===== src/rtl/button_conditioner.sv =====
`default_nettype none
// ============================================================================
// Module      : button_conditioner
// Description : Conditions one raw mechanical push-button. The raw level is
//               passed through a two-flop synchroniser, debounced by a
//               four-state FSM, and turned into one-cycle press/release
//               pulses plus a hold-to-repeat step pulse for the duty register.
// Ports       : CLK          - system clock, rising edge
//               RST_N        - asynchronous active-low reset
//               switch_input - raw, asynchronous, bouncy level (1 = pressed)
//               level        - debounced button state
//               trans_up     - one-cycle pulse on an accepted 0->1 change
//               trans_dn     - one-cycle pulse on an accepted 1->0 change
//               step         - one-cycle pulse on every press and repeat tick
// Revision    : 1.0 - initial release
// ============================================================================
module button_conditioner #(
    parameter int DEBOUNCE_CYCLES = 500000,   // >= 1
    parameter int REPEAT_DELAY    = 25000000, // 0 disables auto-repeat
    parameter int REPEAT_PERIOD   = 5000000   // >= 1
) (
    input  logic CLK,
    input  logic RST_N,
    input  logic switch_input,
    output logic level,
    output logic trans_up,
    output logic trans_dn,
    output logic step
);

    localparam int c_db_w    = $clog2(DEBOUNCE_CYCLES + 1);
    localparam int c_rep_max = (REPEAT_DELAY > REPEAT_PERIOD) ? REPEAT_DELAY : REPEAT_PERIOD;
    localparam int c_rep_w   = $clog2(c_rep_max + 1);

    localparam logic [c_db_w-1:0]  c_db_limit = c_db_w'(DEBOUNCE_CYCLES);
    localparam logic [c_db_w-1:0]  c_db_one   = c_db_w'(1);
    localparam logic [c_rep_w-1:0] c_delay    = c_rep_w'(REPEAT_DELAY);
    localparam logic [c_rep_w-1:0] c_period   = c_rep_w'(REPEAT_PERIOD);
    localparam logic [c_rep_w-1:0] c_rep_one  = c_rep_w'(1);

    typedef enum logic [1:0] {
        IDLE         = 2'd0,
        PRESS_WAIT   = 2'd1,
        HELD         = 2'd2,
        RELEASE_WAIT = 2'd3
    } state_t;

    logic               s1_q, s1_d;
    logic               s2_q, s2_d;
    state_t             state_q, state_d;
    logic [c_db_w-1:0]  db_cnt_q, db_cnt_d;
    logic [c_rep_w-1:0] rep_cnt_q, rep_cnt_d;
    logic               rep_started_q, rep_started_d; // first repeat tick already issued
    logic               level_q, level_d;
    logic               trans_up_q, trans_up_d;
    logic               trans_dn_q, trans_dn_d;
    logic               step_q, step_d;
    logic [c_rep_w-1:0] w_rep_next;

    always_comb begin
        s1_d          = switch_input;
        s2_d          = s1_q;
        state_d       = state_q;
        db_cnt_d      = db_cnt_q;
        rep_cnt_d     = rep_cnt_q;
        rep_started_d = rep_started_q;
        trans_up_d    = 1'b0;
        trans_dn_d    = 1'b0;
        step_d        = 1'b0;
        // rep_cnt_q never exceeds c_rep_max-1, so the increment cannot overflow
        w_rep_next    = rep_cnt_q + c_rep_one;

        case (state_q)
            IDLE: begin
                if (s2_q) begin
                    state_d  = PRESS_WAIT;
                    db_cnt_d = c_db_one;
                end
            end
            PRESS_WAIT: begin
                if (!s2_q) begin
                    state_d  = IDLE;
                    db_cnt_d = '0;
                end else if (db_cnt_q == c_db_limit) begin
                    // Fresh press: repeat schedule restarts from zero
                    state_d       = HELD;
                    db_cnt_d      = '0;
                    trans_up_d    = 1'b1;
                    step_d        = 1'b1;
                    rep_cnt_d     = '0;
                    rep_started_d = 1'b0;
                end else begin
                    // Only reached below the limit, so the counter saturates
                    db_cnt_d = db_cnt_q + c_db_one;
                end
            end
            HELD: begin
                if (!s2_q) begin
                    // Repeat count is frozen while a release is being qualified
                    state_d  = RELEASE_WAIT;
                    db_cnt_d = c_db_one;
                end else if (REPEAT_DELAY != 0) begin
                    if (!rep_started_q) begin
                        if (w_rep_next == c_delay) begin
                            step_d        = 1'b1;
                            rep_cnt_d     = '0;
                            rep_started_d = 1'b1;
                        end else begin
                            rep_cnt_d = w_rep_next;
                        end
                    end else begin
                        if (w_rep_next == c_period) begin
                            step_d    = 1'b1;
                            rep_cnt_d = '0;
                        end else begin
                            rep_cnt_d = w_rep_next;
                        end
                    end
                end
            end
            RELEASE_WAIT: begin
                if (s2_q) begin
                    // Rejected release bounce: resume the frozen repeat count
                    state_d  = HELD;
                    db_cnt_d = '0;
                end else if (db_cnt_q == c_db_limit) begin
                    state_d    = IDLE;
                    db_cnt_d   = '0;
                    trans_dn_d = 1'b1;
                end else begin
                    db_cnt_d = db_cnt_q + c_db_one;
                end
            end
            default: begin
                state_d  = IDLE;
                db_cnt_d = '0;
            end
        endcase

        level_d = (state_d == HELD) || (state_d == RELEASE_WAIT);
    end

    always_ff @(posedge CLK or negedge RST_N) begin
        if (!RST_N) begin
            s1_q          <= 1'b0;
            s2_q          <= 1'b0;
            state_q       <= IDLE;
            db_cnt_q      <= '0;
            rep_cnt_q     <= '0;
            rep_started_q <= 1'b0;
            level_q       <= 1'b0;
            trans_up_q    <= 1'b0;
            trans_dn_q    <= 1'b0;
            step_q        <= 1'b0;
        end else begin
            s1_q          <= s1_d;
            s2_q          <= s2_d;
            state_q       <= state_d;
            db_cnt_q      <= db_cnt_d;
            rep_cnt_q     <= rep_cnt_d;
            rep_started_q <= rep_started_d;
            level_q       <= level_d;
            trans_up_q    <= trans_up_d;
            trans_dn_q    <= trans_dn_d;
            step_q        <= step_d;
        end
    end

    assign level    = level_q;
    assign trans_up = trans_up_q;
    assign trans_dn = trans_dn_q;
    assign step     = step_q;

endmodule
`default_nettype wire


===== config.mk =====
export PLATFORM = sky130hd
export DESIGN_NAME = button_conditioner
export DESIGN_NICKNAME = d
export VERILOG_FILES = /design/src/rtl/button_conditioner.sv
export SDC_FILE = /design/constraint.sdc
export NUM_CORES = 1
export LEC_CHECK = 0
export BUFFER_PORTS_ARGS = -buffer_cell sky130_fd_sc_hd__buf_2
export CAP_MARGIN = 15
export CORE_MARGIN = 5
export CORE_UTILIZATION = 45
export CTS_CLUSTER_SIZE = 16
export DETAILED_ROUTE_END_ITERATION = 7
export SLEW_MARGIN = 30
export SYNTH_ARGS = -nofsm -noshare
export SYNTH_HDL_FRONTEND = slang
export SYNTH_SLANG_ARGS = --single-unit

===== constraint.sdc =====
create_clock -name CLK -period 2.7 [get_ports CLK]
set_clock_uncertainty 0.1 [all_clocks]
set_input_delay 0.675 -clock CLK [delete_from_list [all_inputs] [get_ports CLK]]
set_output_delay 0.675 -clock CLK [all_outputs]
set_load 0.05 [all_outputs]

# Yosys cells after proc, flatten, opt, wreduce, memory -nomap -nowiden
# Index checks and enable logic that the tools add are counted.
# W data, S select, Z words.
# word_totals
in_bits	3
ff_bits	53
# op_classes
n_addsub	2
eq_ne	13
n_mux	35
reduce_logical	5
# op_table
cell	count
$mux W25	6
$mux W19	5
$pmux W19 S4	1
$pmux W25 S2	1
$add A25 B1 Y25 const B	1
$eq A25 B23 Y1 const B	1
$eq A25 B25 Y1 const B	1
$add A19 B1 Y19 const B	1
$eq A19 B19 Y1 const B	1
$mux W1	13
$mux W2	6
$ne A2 B2 Y1 const B	5
$eq A2 B2 Y1 const B	4
$pmux W2 S4	1
$pmux W1 S2	2
$reduce_and A4 Y1	1
$eq A2 B1 Y1 const B	1
$logic_not A2 Y1	1
$reduce_and A2 Y1	1
$reduce_bool A2 Y1	1
$logic_or A1 B1 Y1	1

# Depth between registers and ports, before layout
# Gate-level depths: netlist of run 1.
# logic_depth
depth_word	6
mapped_depth	11
mapped_depth_nobuf	10

# Least setup slack after synthesis of run 1
# No wires, ideal clock.
# synth_timing
path_kind	register -> register
start	register rep_cnt_q[0]
end	register rep_cnt_q[24]
path_slack_ps	-88
path_stages_with_launch	11
path_buffers	1
setup_time_ps	121
synth_period_minus_slack_ps	2788
arrival_time_ps	2567
path_cell_list	dfrtp_1 ha_1 and2_1 buf_4 nand4_2 nor4_2 o211ai_1 or4_4 or4b_1 o211ai_1 nand2_1
# synth_between
elab_chain_len	6
# synth_rtl
element	line	rtl
start, declared	52	logic [c_rep_w-1:0] rep_cnt_q, rep_cnt_d;
start signal, assigned	160	rep_cnt_q <= rep_cnt_d;
$add A25 B1 Y25 *	71	w_rep_next = rep_cnt_q + c_rep_one;
$eq A25 B25 Y1 or $eq A25 B23 Y1 (tied branches)	104, 112	
$mux W25, on equally long branches	104, 112	
$mux W25 *	103	if (!rep_started_q) begin
$mux W25 *	98	if (!s2_q) begin
$pmux W25 S2 *	73	case (state_q)
# Every way passes the cells marked *; elsewhere a longest branch is shown, timed or not. The select of a mux whose other input is x is not followed.
# A chain may end at the register's enable or synchronous reset.

# Worst setup path in the final report of run 1
# layout_timing
start	register rep_cnt_q[13]
end	register rep_started_q
# layout_between
elab_chain_len	6
# layout_rtl
element	line	rtl
$add A25 B1 Y25	71	
$eq A25 B25 Y1	104	if (w_rep_next == c_delay) begin
$mux W1	104	
$mux W1	103	
$mux W1	98	
$pmux W1 S2	73	
end signal, assigned	161	rep_started_q <= rep_started_d;
end, declared	53	logic rep_started_q, rep_started_d;
# Every way passes these cells. The select of a mux whose other input is x is not followed.

==> results of run 1 <==
## state kept, by name (all words and copies together), names as in the netlist
signal         count
db_cnt_q          19
level              1
rep_cnt_q         25
rep_started_q      1
s1_q               1
s2_q               1
state_q            2
step               1
trans_dn           1
trans_up           1
## power by group
part	leakage, uW	internal (uW)	total [uW]	switching (uW)
combinational	0.00122	109	279	170
clock	0.0000518	214	497	284
sequential	0.000725	813	832	19.0
## through the flow
step	area (um^2)	total power, uW	std cells
floorplan	3472	1008	397
global placement	4212	1122	576
detailed placement	4212	1127	576
CTS	4436	1625	592
global route	4606	1693	599
finish	4606	1608	599
## per-layer routing
metal | global-route usage [%] | part of all wire [%]
met4 | 7.668 | 2.3
met5 | 0 | 0
met1 | 26.41 | 45
met3 | 3.214 | 3.9
met2 | 32.79 | 48
## layout make-up
cell class	count	area (um^2)	area share, %
Clock buffer	6	82.58	1.793
Inverter	10	37.54	0.8150
Multi-Input combinational cell	311	2103	45.67
Timing Repair Buffer	115	905.9	19.67
Clock inverter	2	17.52	0.3803
Tap cell	102	127.6	2.771
Sequential cell	53	1331	28.91
## Yosys cell counts, types with 5 or more instances
cell type and instances:
a21oi_1 24, a31oi_1 5, and3_1 8, buf_2 6
buf_6 5, clkbuf_1 5, dfrtp_1 53, ha_1 8
inv_1 10, nand2_1 57, nand3_1 19, nand4_1 7
nand4b_1 5, nor2_1 26, nor3_1 13, nor4_1 8
o21ai_0 26, o31ai_1 15, xnor2_1 9, xor2_1 9
## logic make-up (layout without fill, tap and decap cells)
group | count (synthesis) | in the layout | synth area share (%)
buffers and inverters | 33 | 133 | 5.734
DFF | 53 | 53 | 38.23
AOI/OAI and AO/OA | 103 | 103 | 19.04
muxes | 2 | 2 | 0.6130
and+or+nand+nor | 180 | 180 | 28.96
adders and majority gates | 8 | 8 | 2.885
xor gates and xnor gates | 18 | 18 | 4.544
## worst max path at each step
stage / cells past startpoint / slack, ns / from / end
6_report: 8 / -0.13 / rep_cnt_q[13]$_DFFE_PN0P_ / rep_started_q$_DFFE_PN0P_
3_5_place_dp: 9 / -0.19 / rep_cnt_q[5]$_DFFE_PN0P_ / rep_cnt_q[24]$_DFFE_PN0P_
2_1_floorplan: 9 / 0.007 / rep_cnt_q[0]$_DFFE_PN0P_ / rep_cnt_q[24]$_DFFE_PN0P_
3_3_place_gp: 9 / -0.17 / rep_cnt_q[5]$_DFFE_PN0P_ / rep_cnt_q[24]$_DFFE_PN0P_
5_1_grt: 10 / -0.21 / rep_cnt_q[7]$_DFFE_PN0P_ / rep_cnt_q[21]$_DFFE_PN0P_
4_1_cts: 9 / -0.1 / rep_cnt_q[4]$_DFFE_PN0P_ / rep_cnt_q[24]$_DFFE_PN0P_
## critical path, cell delays in order (launching register included)
cell and delay [ns]:
dfrtp_1 0.42, nand4_4 0.22, nor4_4 0.36, xor2_1 0.25
o211ai_1 0.13, or4_4 0.51, or4b_4 0.50, nor2_1 0.13
o32a_2 0.16
## what timing repair did
action | 4_1_cts | 5_1_grt
hold buffers | 0 | 0
buffers inserted | 8 | 6
pin swaps | 6 | 9
setup endpoints to repair | 25 | 27
resized for setup | 13 | 26
gates cloned | 0 | 1
==> results.toml, run 1 <==
[logic_synthesis]
postSynthAreaPerCell_um2 = 8.739
synth_top_area_share_pct = 38.23
yosys.area.top_type = "dfrtp_1"
ys_types = 68
yosys_register_bits = 53
yosys_warnings = 0
synth.yosys.seq_area_share_pct = 38.23
yosys-top-cells-area = "dfrtp_1, nand2_1, o21ai_0"
netlist_area_um2 = 3470
postSynthCellCount = 397
syn_nets = 408
synth_edf_count = 0
ys.flop_type = "dfrtp_1"
synthArstFlopShare_pct = 100.0

[floorplan]
coreArea_um2 = 7607
ios = 7
die_w_um = 97.81
die_area_um2 = 9566
start_util_pct = 45.61
die_h_um = 97.81
rows = 32

[global_route]
grt_overflow_total = 0
grt_pass1_vias = 3294
grt_max_degree = 28
grt_first_pass_wirelength_mm = 15.69
grt_use_total_pct = 19.94
grt_antenna_before_repair = 0

[layout]
syn_to_final_growth_pct = 32.74
drive_above_1_share_pct = 34.21
final_cell_mix = "buf_4, nand2_1, dfrtp_1, nor2_1"
final_util_pct = 60.54
fill_cells = 683
fin_nets = 507
layout_commonest_cell = "buf_4"
antenna_cells = 0

[drt]
viasPerCell = 5.611
dr.pass1.iters = 4
post_drt_wl_per_cell_um = 16.05
drcViolationCount = 0
wl_mm = 9.616
ant_nets = 0
drtIter0Drc = 162
vias = 3361

[sta]
finalSetupViolCount = 21
relSlewSlack_pct = 57.61
hold_viol_final = 0
finalCritPeriodShare_pct = 104.9
fin_setup_tns_ns = -1.375
hold_ws_ns = 0.2590
drv_slew = 0
rsz0062_at_grt = "yes"
worst_slack_ns = -0.1310
tightest_slew_ns = 0.6358
fin_crit_ns = 2.831
fmax_mhz = 353.2

[cts]
cts_buffer_depth = 2
cts_buffers = 5
clockRootBuffer = "clkbuf_8"
clkTransAtPathRegs_ns = 0.11
cts.sinks = 53
ctsHtreeMaxLevel = 2
cts_tree = "yes"
worstSkewPairLatency_ns = 0.32

[worst_setup_path]
worst-r2r-setup-slack_ns = -0.13
cp-end-kind = "register"
crit_arrival_ns = 3.00
reg2reg_from = "rep_cnt_q[13]$_DFFE_PN0P_"
worst-setup-path-type = "register to register"
start_kind = "register"
critPathRequiredTime_ns = 2.86
cp_max_fo = 6
r2r-end = "rep_started_q$_DFFE_PN0P_"
r2r_cells = 8

[outcome]
status = "finished, violations left"
violations = "negative setup slack"

[placed_design]
place_congestion = 0.9373
hpwl_mm = 6.959
pre_cts_ws_ns = -0.1926
io_buffers = 6

[power_and_ir_drop]
peakVddDrop_v = 0.0002857
leakage_uw = 0.001997
power_density_nw_per_um2 = 349.2

[min_path]
hold_path_class = "input pin to asynchronous set/reset pin"

[job]
maxCapViolations = 0
Power figures use the tool's default switching activity.
==> inputs of run 2 (changes only) <==
--- a/config.mk
+++ b/config.mk
@@ -7,7 +7,6 @@
 export LEC_CHECK = 0
 export BUFFER_PORTS_ARGS = -buffer_cell sky130_fd_sc_hd__buf_2
 export CAP_MARGIN = 15
-export CORE_MARGIN = 5
 export CORE_UTILIZATION = 45
 export CTS_CLUSTER_SIZE = 16
 export DETAILED_ROUTE_END_ITERATION = 7
==> constraint.sdc (replaced) <==
create_clock -name CLK -period 3.14 [get_ports CLK]
set_clock_uncertainty 0.1 [all_clocks]
set_input_delay 0.785 -clock CLK [delete_from_list [all_inputs] [get_ports CLK]]
set_output_delay 0.785 -clock CLK [all_outputs]
set_load 0.05 [all_outputs]
==> results.toml, run 2 (synthesis gave the netlist of run 1 again) <==
[drt]
vias = 3042
post_drt_wl_per_cell_um = 16.12
viasPerCell = 6.024
drcViolationCount = 0
ant_nets = 0
dr.pass1.iters = 5
wl_mm = 8.140
drtIter0Drc = 264

[sta]
fmax_mhz = 331.1
finalSetupViolCount = 0
worst_slack_ns = 0.1199
drv_slew = 0
hold_viol_final = 0
fin_crit_ns = 3.020
finalCritPeriodShare_pct = 96.18
tightest_slew_ns = 0.6718
relSlewSlack_pct = 55.22
fin_setup_tns_ns = 0
hold_ws_ns = 0.2587
rsz0062_at_grt = "no"

[floorplan]
rows = 31
coreArea_um2 = 7370
start_util_pct = 47.08
ios = 7
die_h_um = 89.81
die_area_um2 = 8065
die_w_um = 89.81

[power_and_ir_drop]
p_total_uw = 1413
peakVddDrop_v = 0.0002521
leakage_uw = 0.001458
power_density_nw_per_um2 = 378.7

[placed_design]
io_buffers = 6
hpwl_mm = 5.728
place_congestion = 0.9078
pre_cts_ws_ns = 0.05754

[min_path]
hold_path_class = "register to register"
min_path_cells = 0

[global_route]
grt_use_total_pct = 21.15
grt_pass1_vias = 2733
grt_first_pass_wirelength_mm = 13.71
grt_overflow_total = 0
grt_antenna_before_repair = 0
grt_max_degree = 54

[worst_setup_path]
cp_top_family = "simple AND/OR/NAND/NOR gates"
crit_arrival_ns = 3.14
crit_slowest_cell = "dfrtp_1"
cp_max_fo = 8
cp-end-kind = "register"
max_stage_delay_ns = 0.51
cp_num_buf_inv = 0
cp_cell_sequence = "and3_1, or3b_1, a211oi_1, nand3_1, or4_4, or4b_1, o211ai_1, nand2_1"
critPathRequiredTime_ns = 3.26
worst-setup-path-type = "register to register"
start_kind = "register"
cp_num_cells = 8
r2r_cells = 8

[outcome]
status = "finished, final reports clean"

[layout]
largest_register_ffs = 25
drive_above_1_share_pct = 14.04
largest_registers = "rep_cnt_q: 25 flops, db_cnt_q: 19 flops, state_q: 2 flops"
antenna_cells = 0
layout_commonest_cell = "nand2_1"
syn_to_final_growth_pct = 7.537
fin_nets = 416
final_cell_mix = "nand2_1, dfrtp_1, nor2_1, o21ai_0, a21oi_1"
max_flop_register = "rep_cnt_q"

[cts]
worstSkewPairLatency_ns = 0.32
cts_buffer_depth = 2
clockRootBuffer = "clkbuf_8"
cts_tree = "yes"
clkTransAtPathRegs_ns = 0.11
cts_setup_buffers = 0
cts-resized-gates = 0
cts_hold_buf = 0
cts_buffers = 5
cts.sinks = 53
ctsHtreeMaxLevel = 2

[job]
maxCapViolations = 0
run 2: layer usage:
layer	vias to the layer above	track usage (%)	routed length, um
met2	89	31.03	3494
li1	1490	-	-
met5	-	0	0
met1	1445	31.24	4092
met3	18	3.046	355
met4	0	8.333	196
run 2: area by class of cell:
class | count | area (um^2)
fill | 707 | 3638
multi-input combinational | 311 | 1959
sequential | 53 | 1329
timing repair buffer | 24 | 165.2
tap | 99 | 123.9
clock buffer | 5 | 68.82
clock inverter | 3 | 47.55
inverter | 10 | 37.54
run 2: report_power, final:
group          switching [uW]  internal (uW)  leakage [uW]  total, uW
sequential               21.4            699      0.000728        721
clock                     251            244     0.0000591        495
combinational             133           64.3      0.000671        197
run 2: worst register-to-register path: cells and delay by family, from the launching register on:
family	cells	cell delay [ns]
AND/OR/NAND/NOR	6	1.71
flip-flops	1	0.51
AO/OA/AOI/OAI	2	0.60
run 2: path summary, 6_finish.rpt:
check,start,end,slack [ns]
min,s1_q$_DFF_PN0_,s2_q$_DFF_PN0_,0.26
max in group asynchronous,RST_N,rep_cnt_q[15]$_DFFE_PN0P_,1.98
max,rep_cnt_q[4]$_DFFE_PN0P_,rep_cnt_q[24]$_DFFE_PN0P_,0.12
min in group asynchronous,RST_N,db_cnt_q[7]$_DFFE_PN0P_,0.47
min reg2reg,s1_q$_DFF_PN0_,s2_q$_DFF_PN0_,0.26
max reg2reg,rep_cnt_q[4]$_DFFE_PN0P_,rep_cnt_q[24]$_DFFE_PN0P_,0.12
run 2: through the flow:
| step | util [%] | instances | instance area, um^2 |
|---|---|---|---|
| floorplan | - | 397 | 3470 |
| global placement | 48.81 | 497 | 3597 |
| detailed placement | 48.81 | 497 | 3597 |
| CTS | 50.39 | 505 | 3714 |
| global route | 50.63 | 505 | 3731 |
| finish | 50.63 | 505 | 3731 |
==> inputs of run 3 (changes only) <==
--- a/config.mk
+++ b/config.mk
@@ -10,6 +10,7 @@
 export CORE_UTILIZATION = 45
 export CTS_CLUSTER_SIZE = 16
 export DETAILED_ROUTE_END_ITERATION = 7
+export REMOVE_ABC_BUFFERS = 1
 export SLEW_MARGIN = 30
 export SYNTH_ARGS = -nofsm -noshare
 export SYNTH_HDL_FRONTEND = slang
==> results.toml, run 3 (synthesis gave the netlist of run 1 again) <==
[outcome]
status = "finished, final reports clean"

[sta]
worst_slack_ns = 0.1296
finalSetupViolCount = 0
tightest_slew_ns = 0.4523
fin_crit_ns = 3.010
hold_viol_final = 0
finalCritPeriodShare_pct = 95.87
rsz0062_at_grt = "no"
drv_slew = 0
fmax_mhz = 332.2
relSlewSlack_pct = 69.57
fin_setup_tns_ns = 0

[drt]
vias = 3018
drcViolationCount = 0
viasPerCell = 5.895
dr.pass1.iters = 5
post_drt_wl_per_cell_um = 16.10
drtIter0Drc = 188
wl_mm = 8.241
ant_nets = 0

[placed_design]
hpwl_mm = 6.047
io_buffers = 6
placedInstanceArea_um2 = 3670
place_congestion = 0.9150
pre_cts_ws_ns = 0.1494

[worst_setup_path]
crit_arrival_ns = 3.11
crit_slowest_cell = "dfrtp_1"
critPathRequiredTime_ns = 3.24
cp-end-kind = "register"
worst-setup-path-type = "register to register"
cp_max_fo = 9
startpoint = "rep_cnt_q[3]$_DFFE_PN0P_"
reg2reg_from = "rep_cnt_q[3]$_DFFE_PN0P_"
start_kind = "register"
max_stage_delay_ns = 0.51
cp_cell_sequence = "and4_1, nand4_1, o21ai_0, nand3_1, or4_4, or4b_1, o211ai_1, nand2_1"

[cts]
cts_buffer_depth = 2
clockRootBuffer = "clkbuf_8"
worstSkewPairLatency_ns = 0.31
cts_setup_buffers = 0
cts_tree = "yes"
cts-resized-gates = 0
cts_hold_buf = 0
cts.sinks = 53
cts_buffers = 5
clkTransAtPathRegs_ns = 0.10
ctsHtreeMaxLevel = 2

[layout]
antenna_cells = 0
final_cell_area_um2 = 3787
final_cell_mix = "nand2_1, dfrtp_1, nor2_1, o21ai_0, buf_4"
layout_commonest_cell = "nand2_1"
largest_register_ffs = 25
drive_above_1_share_pct = 14.53
largest_registers = "rep_cnt_q: 25 flops, db_cnt_q: 19 flops, state_q: 2 flops"
syn_to_final_growth_pct = 9.160
max_flop_register = "rep_cnt_q"
fin_nets = 424

[min_path]
hold_path_class = "input pin to asynchronous set/reset pin"

[global_route]
grt_overflow_total = 0
grt_use_total_pct = 21.41
grt_first_pass_wirelength_mm = 13.99
grt_antenna_before_repair = 0
grt_max_degree = 23
grt_pass1_vias = 2778

[floorplan]
ios = 7
coreArea_um2 = 7370
die_area_um2 = 8065
die_h_um = 89.81
die_w_um = 89.81
rows = 31
start_util_pct = 47.08

[power_and_ir_drop]
p_sw_uw = 394.2
peakVddDrop_v = 0.0002303
p_int_uw = 1006
leakage_uw = 0.001503
p_sw_share_pct = 28.16
clkPwrFrac_pct = 34.2
power_density_nw_per_um2 = 369.7
pwr-share-seq_pct = 51.6
pwr-share-comb_pct = 14.3

[job]
maxCapViolations = 0
run 3: final cells by class:
type | count | area [um^2]
Clock buffer | 5 | 68.82
Clock inverter | 2 | 38.79
Fill cell | 716 | 3582
Inverter | 10 | 37.54
Multi-Input combinational cell | 311 | 1954
Sequential cell | 53 | 1326
Tap cell | 99 | 123.9
Timing Repair Buffer | 32 | 237.7
run 3: power groups by stage:
stage	clock (uW)	combinational, uW	sequential [uW]
final	478	200	722
after global routing	521	229	726
after CTS	495	200	722
after detailed placement	0	200	735
after global placement	0	199	735
after floorplan	0	132	730
run 3: metal layers:
metal | global-route usage (%) | vias up | routed length [um]
li1 | - | 1490 | -
met2 | 33.85 | 71 | 3765
met5 | 0 | - | 0
met3 | 3.215 | 9 | 335
met4 | 6.557 | 0 | 98
met1 | 30.22 | 1448 | 4042
run 3: worst paths after layout:
check | end | depth (start not counted) | slack (ns)
worst max-delay path | rep_cnt_q[24]$_DFFE_PN0P_ | 8 | 0.13
worst min-delay path | db_cnt_q[6]$_DFFE_PN0P_ | 1 | 0.21
worst max register to register | rep_cnt_q[24]$_DFFE_PN0P_ | 8 | 0.13
worst min register to register | s2_q$_DFF_PN0_ | 0 | 0.26
max in group asynchronous | rep_cnt_q[7]$_DFFE_PN0P_ | 2 | 2.15
min in group CLK | s2_q$_DFF_PN0_ | 0 | 0.26
run 3: critical path: cells and delay by family, from the launching register on:
family / cells / cell delay (ns)
AND/OR/NAND/NOR: 6 / 1.77
AO/OA/AOI/OAI: 2 / 0.54
flip-flops: 1 / 0.51
run 3: per-stage QoR:
step                power, uW  util [%]  hold WS [ns]  std cells
CTS                      1417     51.26        0.2087        512
global placement        933.4     49.80        0.2410        505
global route             1476     51.39        0.2098        512
detailed placement      935.7     49.80        0.2460        505
finish                   1400     51.39        0.2104        512
floorplan               861.6         -        0.2312        374
